File: src/rtl/input_debouncer.sv
// input_debouncer: two-flop synchronizer followed by a stability-qualifying
// FSM. The clean level "out" only follows the raw input once the synchronized
// value has differed from out for STABLE_CYCLES consecutive clock samples.
// rise_pulse / fall_pulse mark the single cycle in which out first shows its
// new level; busy is high while a candidate level change is being qualified.
// Every output comes straight from a flop, so none of them can glitch.
module input_debouncer #(
   parameter int STABLE_CYCLES = 4,
   parameter int CNT_W         = 4
) (
   input  logic clk,
   input  logic rst_n,
   input  logic in_raw,
   output logic out,
   output logic rise_pulse,
   output logic fall_pulse,
   output logic busy
);

   // Qualification FSM encoding. Bit 1 is the level currently shown on out,
   // bit 0 is set while a change towards the opposite level is being counted.
   localparam logic [1:0] IDLE_LOW  = 2'd0;
   localparam logic [1:0] QUAL_HIGH = 2'd1;
   localparam logic [1:0] IDLE_HIGH = 2'd2;
   localparam logic [1:0] QUAL_LOW  = 2'd3;

   // The count reached in the sample just before the one that qualifies.
   localparam logic [CNT_W-1:0] CNT_LAST = CNT_W'(STABLE_CYCLES - 1);
   localparam logic [CNT_W-1:0] CNT_ONE  = CNT_W'(1);

   logic             sync1_q, sync1_d;
   logic             sync2_q, sync2_d;
   logic [1:0]       state_q, state_d;
   logic [CNT_W-1:0] cnt_q,   cnt_d;
   logic             out_q,   out_d;
   logic             rise_q,  rise_d;
   logic             fall_q,  fall_d;
   logic             busy_q,  busy_d;

   // Synchronizer chain: in_raw has no timing relation to clk, so the FSM
   // only ever looks at the second stage.
   always_comb begin
      sync1_d = in_raw;
      sync2_d = sync1_q;
   end

   // Next-state logic. A sample equal to out always drops back to idle with
   // the counter cleared, so a single matching sample restarts qualification.
   always_comb begin
      state_d = state_q;
      cnt_d   = cnt_q;
      out_d   = out_q;
      rise_d  = 1'b0;
      fall_d  = 1'b0;
      case (state_q)
         IDLE_LOW: begin
            if (sync2_q) begin
               if (STABLE_CYCLES == 1) begin
                  state_d = IDLE_HIGH;
                  out_d   = 1'b1;
                  rise_d  = 1'b1;
                  cnt_d   = '0;
               end else begin
                  state_d = QUAL_HIGH;
                  cnt_d   = CNT_ONE;
               end
            end
         end
         QUAL_HIGH: begin
            if (!sync2_q) begin
               state_d = IDLE_LOW;
               cnt_d   = '0;
            end else if (cnt_q == CNT_LAST) begin
               state_d = IDLE_HIGH;
               out_d   = 1'b1;
               rise_d  = 1'b1;
               cnt_d   = '0;
            end else begin
               cnt_d = cnt_q + CNT_ONE;
            end
         end
         IDLE_HIGH: begin
            if (!sync2_q) begin
               if (STABLE_CYCLES == 1) begin
                  state_d = IDLE_LOW;
                  out_d   = 1'b0;
                  fall_d  = 1'b1;
                  cnt_d   = '0;
               end else begin
                  state_d = QUAL_LOW;
                  cnt_d   = CNT_ONE;
               end
            end
         end
         QUAL_LOW: begin
            if (sync2_q) begin
               state_d = IDLE_HIGH;
               cnt_d   = '0;
            end else if (cnt_q == CNT_LAST) begin
               state_d = IDLE_LOW;
               out_d   = 1'b0;
               fall_d  = 1'b1;
               cnt_d   = '0;
            end else begin
               cnt_d = cnt_q + CNT_ONE;
            end
         end
         default: begin
            state_d = IDLE_LOW;
            cnt_d   = '0;
            out_d   = 1'b0;
         end
      endcase
      busy_d = (state_d == QUAL_HIGH) || (state_d == QUAL_LOW);
   end

   // State register; rst_n low clears everything at once, without a clock.
   always_ff @(posedge clk or negedge rst_n) begin
      if (!rst_n) begin
         sync1_q <= 1'b0;
         sync2_q <= 1'b0;
         state_q <= IDLE_LOW;
         cnt_q   <= '0;
         out_q   <= 1'b0;
         rise_q  <= 1'b0;
         fall_q  <= 1'b0;
         busy_q  <= 1'b0;
      end else begin
         sync1_q <= sync1_d;
         sync2_q <= sync2_d;
         state_q <= state_d;
         cnt_q   <= cnt_d;
         out_q   <= out_d;
         rise_q  <= rise_d;
         fall_q  <= fall_d;
         busy_q  <= busy_d;
      end
   end

   assign out        = out_q;
   assign rise_pulse = rise_q;
   assign fall_pulse = fall_q;
   assign busy       = busy_q;

endmodule

File: config.mk
export PLATFORM = sky130hd
export DESIGN_NAME = input_debouncer
export DESIGN_NICKNAME = d
export VERILOG_FILES = /design/src/rtl/input_debouncer.sv
export SDC_FILE = /design/constraint.sdc
export NUM_CORES = 1
export LEC_CHECK = 0
export BUFFER_PORTS_ARGS = -buffer_cell sky130_fd_sc_hd__buf_2
export CORE_AREA = 2 2 39 41
export DETAILED_ROUTE_END_ITERATION = 10
export DIE_AREA = 0 0 41 43
export SETUP_SLACK_MARGIN = 0.05
export SLEW_MARGIN = 40
export SYNTH_ARGS = -nofsm -noshare
export SYNTH_HDL_FRONTEND = slang
export SYNTH_SLANG_ARGS = --single-unit
File: constraint.sdc
create_clock -name clk -period 1.4 [get_ports clk]
set_input_delay 0.21 -clock clk [delete_from_list [all_inputs] [get_ports clk]]
set_output_delay 0.21 -clock clk [all_outputs]
set_load 0.005 [all_outputs]
; Word level (Yosys, flattened, before mapping)
; Cells that the tools add are included.
[op_classes]
n_addsub = 1
n_eq_ne = 12
muxes = 23
reduce_logical = 5
[op_table]
columns = operator, n
row1 = $mux 4, 5
row2 = $pmux 4 s4, 1
row3 = $mux 2, 6
row4 = $ne 2x2->1 const B, 6
row5 = $mux 1, 9
row6 = $pmux 2 s4, 1
row7 = $eq 2x2->1 const B, 3
row8 = $reduce_and 5->1, 1
row9 = $add 4x1->4 const B, 1
row10 = $eq 2x1->1 const B, 2
row11 = $eq 4x2->1 const B, 1
row12 = $logic_not 2->1, 1
row13 = $pmux 1 s2, 1
row14 = $reduce_and 2->1, 1
row15 = $reduce_bool 2->1, 1
row16 = $logic_or 1x1->1, 1
[word_totals]
regBits = 12
word_cells = 49

; Longest topological paths before layout
; Gate-level depths: netlist of run 1.
[depth]
ltp_word = 6
depth_mapped = 4
mapped_depth_nobuf = 4

; Worst setup path before layout of run 1
; No wires, ideal clock.
[synth_timing]
path_kind = register to register
startpoint = register cnt_q[0]
endpoint = register out_q (netlist: out)
arrival_time_ns = 1.027
required_time_ns = 1.262
path_slack_ns = 0.235
path_stages_with_launch = 5
n_path_buf = 0
path_cell_list = dfrtp_1 -> ha_1 -> and4bb_4 -> nand2_1 -> o221ai_1
[synth_via]
elab_chain_len = 3
elab_cells_between_ends = 4
classes_between = eq/ne: 3 / reduce/logical: 1
[synth_lines]
columns = item, line_no
row1 = "start, declared", 34  ; logic [CNT_W-1:0] cnt_q, cnt_d;
row2 = "start signal, assigned", 132  ; cnt_q <= cnt_d;
row3 = $eq 4x2->1 *, "73, 99"
row4 = $ne 2x2->1 (no line), n/a
row5 = $reduce_and 5->1 (no line) *, n/a
row6 = "end signal, assigned", 133  ; out_q <= out_d;
row7 = "end, declared", 35  ; logic out_q, out_d;
; Mark *: on every way between the ends. The rest lies on a longest branch, timed or not.
; A chain may end at the register's enable or synchronous reset.

; Worst setup path in the final report of run 1
[layout_timing]
startpoint = register cnt_q[0]
endpoint = register cnt_q[0]
[layout_via]
elab_chain_len = 4
elab_cells_between_ends = 6
classes_between = add/sub: 1 / eq/ne: 1 / mux: 4
[layout_lines]
columns = item, line_no
row1 = $add 4x1->4 / $eq 4x2->1 (equally long branches), n/a
row2 = $mux 4 *, "73, 99"
row3 = $mux 4 (on tied branches), "96, 70"
row4 = $pmux 4 s4 *, 55  ; case (state_q)
; Marks and branches as above.

==> flow_metrics.env, run 1 <==
export IMPL_initial_core_util=0.3544
export IMPL_synthTopCellsByArea="dfrtp_1, nand2b_1, nor2b_1"
export IMPL_pwr_share_clk=0.267
export IMPL_cpPeakStageDelay_ns=0.42
export IMPL_power_density_nw_per_um2=1694
export IMPL_antenna_found_initial=0
export IMPL_hpwl_um=504.6
export IMPL_finalCritPeriodShare=0.8848
export IMPL_timing_critical_path_from="cnt_q[0]$_DFFE_PN0P_"
export IMPL_dp_slack_ns=0.1382
export IMPL_intPower_uw=724.0
export IMPL_timing_rr_start="cnt_q[0]$_DFFE_PN0P_"
export IMPL_startpoint_type="flop"
export IMPL_crit_type="reg2reg"
export IMPL_ys_seq_area_frac=0.6122
export IMPL_hold_path_depth=1
export IMPL_dp_cells=61
export IMPL_grt_pass1_vias=330
export IMPL_fin_cells=69
export IMPL_avgViaCountPerCell=4.768
export IMPL_antenna_left=0
export IMPL_overflow=0
export IMPL_cellLeakagePower_uw=0.0002821
export IMPL_synth_cell_type_count=17
export IMPL_rsz0062_at_grt="no"
export IMPL_cts_root_buf="clkbuf_4"
export IMPL_diodes=0
export IMPL_async_flop_share=1.000
export IMPL_crit_chain="ha_2 > and4bb_4 > buf_4 > a211oi_2"
export IMPL_routed_wl_um=823
export IMPL_tns_ns=0
export IMPL_skew_ns=0.0004418
export IMPL_endpoint_kind="flop"
export IMPL_dieArea_um2=1763
export IMPL_p_seq_frac=0.477
export IMPL_drc_errors=0
export IMPL_yosysWarnings=0
export IMPL_hp_class="in2reg"
export IMPL_yosys_most_used_dff="dfrtp_1"
export IMPL_syn_area_um2=490.5
export IMPL_synth_cells=39
export IMPL_port_buffers=6
export IMPL_fin_crit_ns=1.239
export IMPL_clock_latency_ns=0.27
export IMPL_place_congestion=0.6099
export IMPL_fin_ws_ns=0.1613
export IMPL_p_switching_uw=323.1
export IMPL_cp_max_fo=5
export IMPL_required_ns=1.60
export IMPL_synth_seq_cells=12
export IMPL_ir_drop_uv=1132
export IMPL_fin_nets=58
export IMPL_area_growth_pct=26.02
export IMPL_chipWidth_um=41
export IMPL_post_synth_top_count_cell="dfrtp_1"
export IMPL_drt_iter0_drc=0
export IMPL_clkTransAtPathRegs_ns=0.08
export IMPL_netlist_area_leader_share=0.6122
export IMPL_setup_violations_final=0
export IMPL_drive_above_1_share=0.3396
export IMPL_maxCapViolCount=0
export IMPL_fill_cells=135
export IMPL_swShare=0.3086
export IMPL_ioPinCount=7
export IMPL_cts_max_path_buffers=2
export IMPL_pwr_share_comb=0.256
export IMPL_power_uw=1047
export IMPL_max_freq_ghz=0.8073
export IMPL_slew_headroom=0.7787
export IMPL_final_max_slew_viol_count=0
export IMPL_grt_max_degree=13
export IMPL_holdWs_ns=0.03717
export IMPL_worstRegToRegCells=4
export IMPL_status="complete, no violations"
export IMPL_h_tree_depth=1
export IMPL_yosys_top_cells_count="dfrtp_1, nand2b_1, nor2b_1, o21ai_0"
export IMPL_cts_buffers=3
export IMPL_hold_viol_final=0
export IMPL_slowest_stage="dfrtp_1"
export IMPL_coreArea_um2=1384
export IMPL_hp_start="in_raw"
export IMPL_crit_arrival_ns=1.43
export IMPL_syn_area_per_cell_um2=12.58
export IMPL_drtPass1Iterations=1
export IMPL_rows=14
export IMPL_die_h_um=43
export IMPL_grt_pass1_wl_mm=1.476
export IMPL_cts_sinks=12
export IMPL_synthesis_nets=43
export IMPL_synth_edff_count=0
export IMPL_wl_per_cell_um=11.93
export IMPL_grt_usage=0.1341
export IMPL_tritoncts="done"
export IMPL_yosys_area_top_type="dfrtp_1"
export IMPL_vias=329
export IMPL_worstMarginPinSlew_ns=0.3317
[path summary, 6_finish.rpt]
kind / to / slack [ns]
max: cnt_q[0]$_DFFE_PN0P_ / 0.16
min: sync1_q$_DFF_PN0_ / 0.04
max reg2reg: cnt_q[0]$_DFFE_PN0P_ / 0.16
min reg2reg: sync2_q$_DFF_PN0_ / 0.36
max in group asynchronous: cnt_q[0]$_DFFE_PN0P_ / 0.85
min in group asynchronous: sync2_q$_DFF_PN0_ / 0.34
[critical path, delay by kind of cell (launching register included)]
kind / cells / cell delay [ns]
and+or+nand+nor: 1 / 0.21
adders and majority gates: 1 / 0.21
DFF: 1 / 0.42
buffers and inverters: 1 / 0.14
AOI/OAI and AO/OA: 1 / 0.17
[sequential cells by signal, summed over array words and instances, names as in the netlist]
| register | count |
|---|---|
| sync2_q | 1 |
| out | 1 |
| fall_pulse | 1 |
| sync1_q | 1 |
| cnt_q | 4 |
| rise_pulse | 1 |
| busy | 1 |
| state_q | 2 |
[cell families (layout without fill, tap and decap cells)]
family | Yosys count | count (layout) | synth area share
AO/OA/AOI/OAI | 7 | 7 | 0.09948
XOR/XNOR | 2 | 2 | 0.05103
adder cells (fa/ha/maj) | 1 | 1 | 0.02551
buffers and inverters | 2 | 16 | 0.01531
flip-flops | 12 | 12 | 0.6122
multiplexers | 1 | 1 | 0.02041
AND/OR/NAND/NOR | 14 | 14 | 0.1761
[layout make-up]
cell class | instances | area (um^2) | area share
sequential | 12 | 300.3 | 0.4858
multi-input combinational | 25 | 191.4 | 0.3097
timing repair buffer | 10 | 62.56 | 0.1012
clock buffer | 4 | 36.28 | 0.05870
tap | 16 | 20.02 | 0.03239
inverter | 2 | 7.507 | 0.01215
[per-stage QoR]
stage	utilization	cell area, um^2
5_1_grt	0.4467	618.1
3_3_place_gp	0.3906	540.5
6_report	0.4467	618.1
2_1_floorplan	-	490.5
3_5_place_dp	0.3906	540.5
4_1_cts	0.4241	586.8
[power by group through the flow]
stage,Combinational [uW],Clock (uW),Sequential (uW)
2_1_floorplan,166,0,493
3_3_place_gp,220,0,502
3_5_place_dp,227,0,503
4_1_cts,231,291,497
5_1_grt,311,312,516
6_report,268,279,500
[cell usage in the layout, fill, tap and decap left out]
cell	count
nand3_1	2
nor3b_1	1
clkbuf_4	3
o21ai_0	3
xor2_2	1
nor2_1	2
clkbuf_8	1
nor2b_1	3
nand2b_1	3
buf_4	3
mux2i_1	1
xor2_1	1
o22ai_1	2
dfrtp_1	12
inv_1	2
a211oi_2	1
and4bb_4	1
buf_2	6
dlygate4sd3_1	1
o221ai_2	1
ha_2	1
nand2_1	2
[what timing repair did]
item / in CTS / in global routing
hold buffers: 1 / 0
hold endpoints to repair: 12 / 0
gates resized for setup: 0 / 2
setup endpoints to repair: 0 / 1
buffers inserted: 0 / 3
[routing by layer]
| metal | part of all wire | global-route usage |
|---|---|---|
| met1 | 0.47 | 0.1712 |
| met4 | 0.019 | 0.08000 |
| met3 | 0.062 | 0.09424 |
| met5 | 0 | 0 |
| met2 | 0.44 | 0.1594 |
Note: power is estimated with default switching activity, not from simulation.
==> run 2, diff against run 1 <==
Settings changed: CTS_BUF_LIST set to sky130_fd_sc_hd__clkbuf_8 sky130_fd_sc_hd__clkbuf_16.
==> flow_metrics.env, run 2 (synthesis gave the netlist of run 1 again) <==
export IMPL_status="complete, no violations"
export IMPL_vias=327
export IMPL_path_buf_inv=0
export IMPL_clkTransAtPathRegs_ns=0.05
export IMPL_wl_per_cell_um=12.18
export IMPL_grt_pass1_vias=323
export IMPL_die_h_um=43
export IMPL_hold_path_depth=1
export IMPL_crit_family="simple AND/OR/NAND/NOR gates"
export IMPL_cts_root_buf="clkbuf_8"
export IMPL_fin_ws_ns=0.1427
export IMPL_chipWidth_um=41
export IMPL_final_cell_mix="dfrtp_1, buf_2, clkbuf_8"
export IMPL_r2r_end="out$_DFFE_PN0P_"
export IMPL_endpoint_kind="flop"
export IMPL_port_buffers=6
export IMPL_cp_max_fo=7
export IMPL_drtPass1Iterations=2
export IMPL_fin_crit_ns=1.257
export IMPL_layout_cells_most_common="dfrtp_1"
export IMPL_max_freq_ghz=0.7954
export IMPL_fin_nets=56
export IMPL_timing_rr_start="cnt_q[0]$_DFFE_PN0P_"
export IMPL_cts_max_path_buffers=2
export IMPL_skew_ns=0.002803
export IMPL_antenna_left=0
export IMPL_crit_type="reg2reg"
export IMPL_finalCritPeriodShare=0.8981
export IMPL_worstMarginPinSlew_ns=0.3240
export IMPL_reg_top3="cnt_q x4, state_q x2"
export IMPL_tns_ns=0
export IMPL_top_register="cnt_q"
export IMPL_drt_iter0_drc=2
export IMPL_final_max_slew_viol_count=0
export IMPL_r2r_slack_ns=0.14
export IMPL_cpPeakStageDelay_ns=0.40
export IMPL_initial_core_util=0.3544
export IMPL_cts_buffers=3
export IMPL_area_growth_pct=26.79
export IMPL_slowest_stage="dfrtp_1"
export IMPL_slew_headroom=0.7838
export IMPL_power_density_nw_per_um2=1835
export IMPL_startpoint_type="flop"
export IMPL_ir_drop_uv=906.7
export IMPL_rsz0062_at_grt="no"
export IMPL_place_congestion=0.6099
export IMPL_crit_chain="ha_2 > and4bb_4 > nand2_1 > o221ai_2"
export IMPL_clock_latency_ns=0.25
export IMPL_worstRegToRegCells=4
export IMPL_required_ns=1.56
export IMPL_ioPinCount=7
export IMPL_hp_class="in2reg"
export IMPL_hp_start="in_raw"
export IMPL_diodes=0
export IMPL_hold_viol_final=0
export IMPL_h_tree_depth=1
export IMPL_largest_reg_flops=4
export IMPL_grt_pass1_wl_mm=1.476
export IMPL_avgViaCountPerCell=4.881
export IMPL_grt_max_degree=13
export IMPL_coreArea_um2=1384
export IMPL_dp_slack_ns=0.1382
export IMPL_rows=14
export IMPL_maxCapViolCount=0
export IMPL_hpwl_um=504.6
export IMPL_crit_arrival_ns=1.42
export IMPL_antenna_found_initial=0
export IMPL_routed_wl_um=816
export IMPL_cellLeakagePower_uw=0.0002791
export IMPL_overflow=0
export IMPL_drc_errors=0
export IMPL_tritoncts="done"
export IMPL_cts_sinks=12
export IMPL_grt_usage=0.1392
export IMPL_dieArea_um2=1763
export IMPL_setup_violations_final=0
export IMPL_drive_above_1_share=0.3137
export IMPL_fill_cells=131
export IMPL_whs_endpoint="sync1_q$_DFF_PN0_"
-- run 2: changes by cell type in the layout (fill, tap and decap cells not counted), sizes merged --
| cell | previous run | this run |
|---|---|---|
| buf | 9 | 7 |
-- run 2: through the flow --
stage	util	std cells	cell area [um^2]	power (uW)	hold slack [ns]
floorplan	-	39	490.5	658.6	-0.08559
global placement	0.3906	61	540.5	722.2	0.1025
detailed placement	0.3906	61	540.5	730.1	0.09918
CTS	0.4376	66	605.6	1127	0.06242
global route	0.4494	67	621.8	1236	0.05429
finish	0.4494	67	621.8	1141	0.07039
-- run 2: final cells by class --
cell class	instances	area [um^2]	share of cell area
clock buffers	4	55.05	0.08853
inverters	2	7.507	0.01207
multi-input cells	25	191.4	0.3078
flip-flops and latches	12	300.3	0.4829
well taps	16	20.02	0.03219
repair buffers	8	47.55	0.07646
-- run 2: report_power, final --
part | leakage [uW] | switching [uW] | internal [uW]
sequential | 0.000149 | 80.0 | 421
combinational | 0.000102 | 118 | 135
clock | 0.0000288 | 138 | 249
-- run 2: routing by layer --
layer / GRT usage / share of wire / vias up
met4: 0.1400 / 0.047 / 0
met1: 0.1747 / 0.46 / 155
met5: 0 / 0 / -
met3: 0.07853 / 0.063 / 5
met2: 0.1531 / 0.43 / 9
li1: - / - / 158
-- run 2: repair_timing --
item	4_1_cts	5_1_grt
hold buffers	1	0
endpoints found under the hold margin	12	0
setup endpoints to repair	0	1
setup buffers	0	1
resized for setup	0	2
-- run 2: worst max path at each step --
stage                          from               to  slack, ns  depth (start not counted)
6_report       cnt_q[0]$_DFFE_PN0P_  out$_DFFE_PN0P_       0.14                          4
5_1_grt        cnt_q[0]$_DFFE_PN0P_  out$_DFFE_PN0P_       0.05                          4
4_1_cts        cnt_q[0]$_DFFE_PN0P_  out$_DFFE_PN0P_       0.14                          4
3_5_place_dp   cnt_q[0]$_DFFE_PN0P_  out$_DFFE_PN0P_       0.14                          4
3_3_place_gp   cnt_q[0]$_DFFE_PN0P_  out$_DFFE_PN0P_       0.16                          4
2_1_floorplan  cnt_q[0]$_DFFE_PN0P_  out$_DFFE_PN0P_       0.24                          4
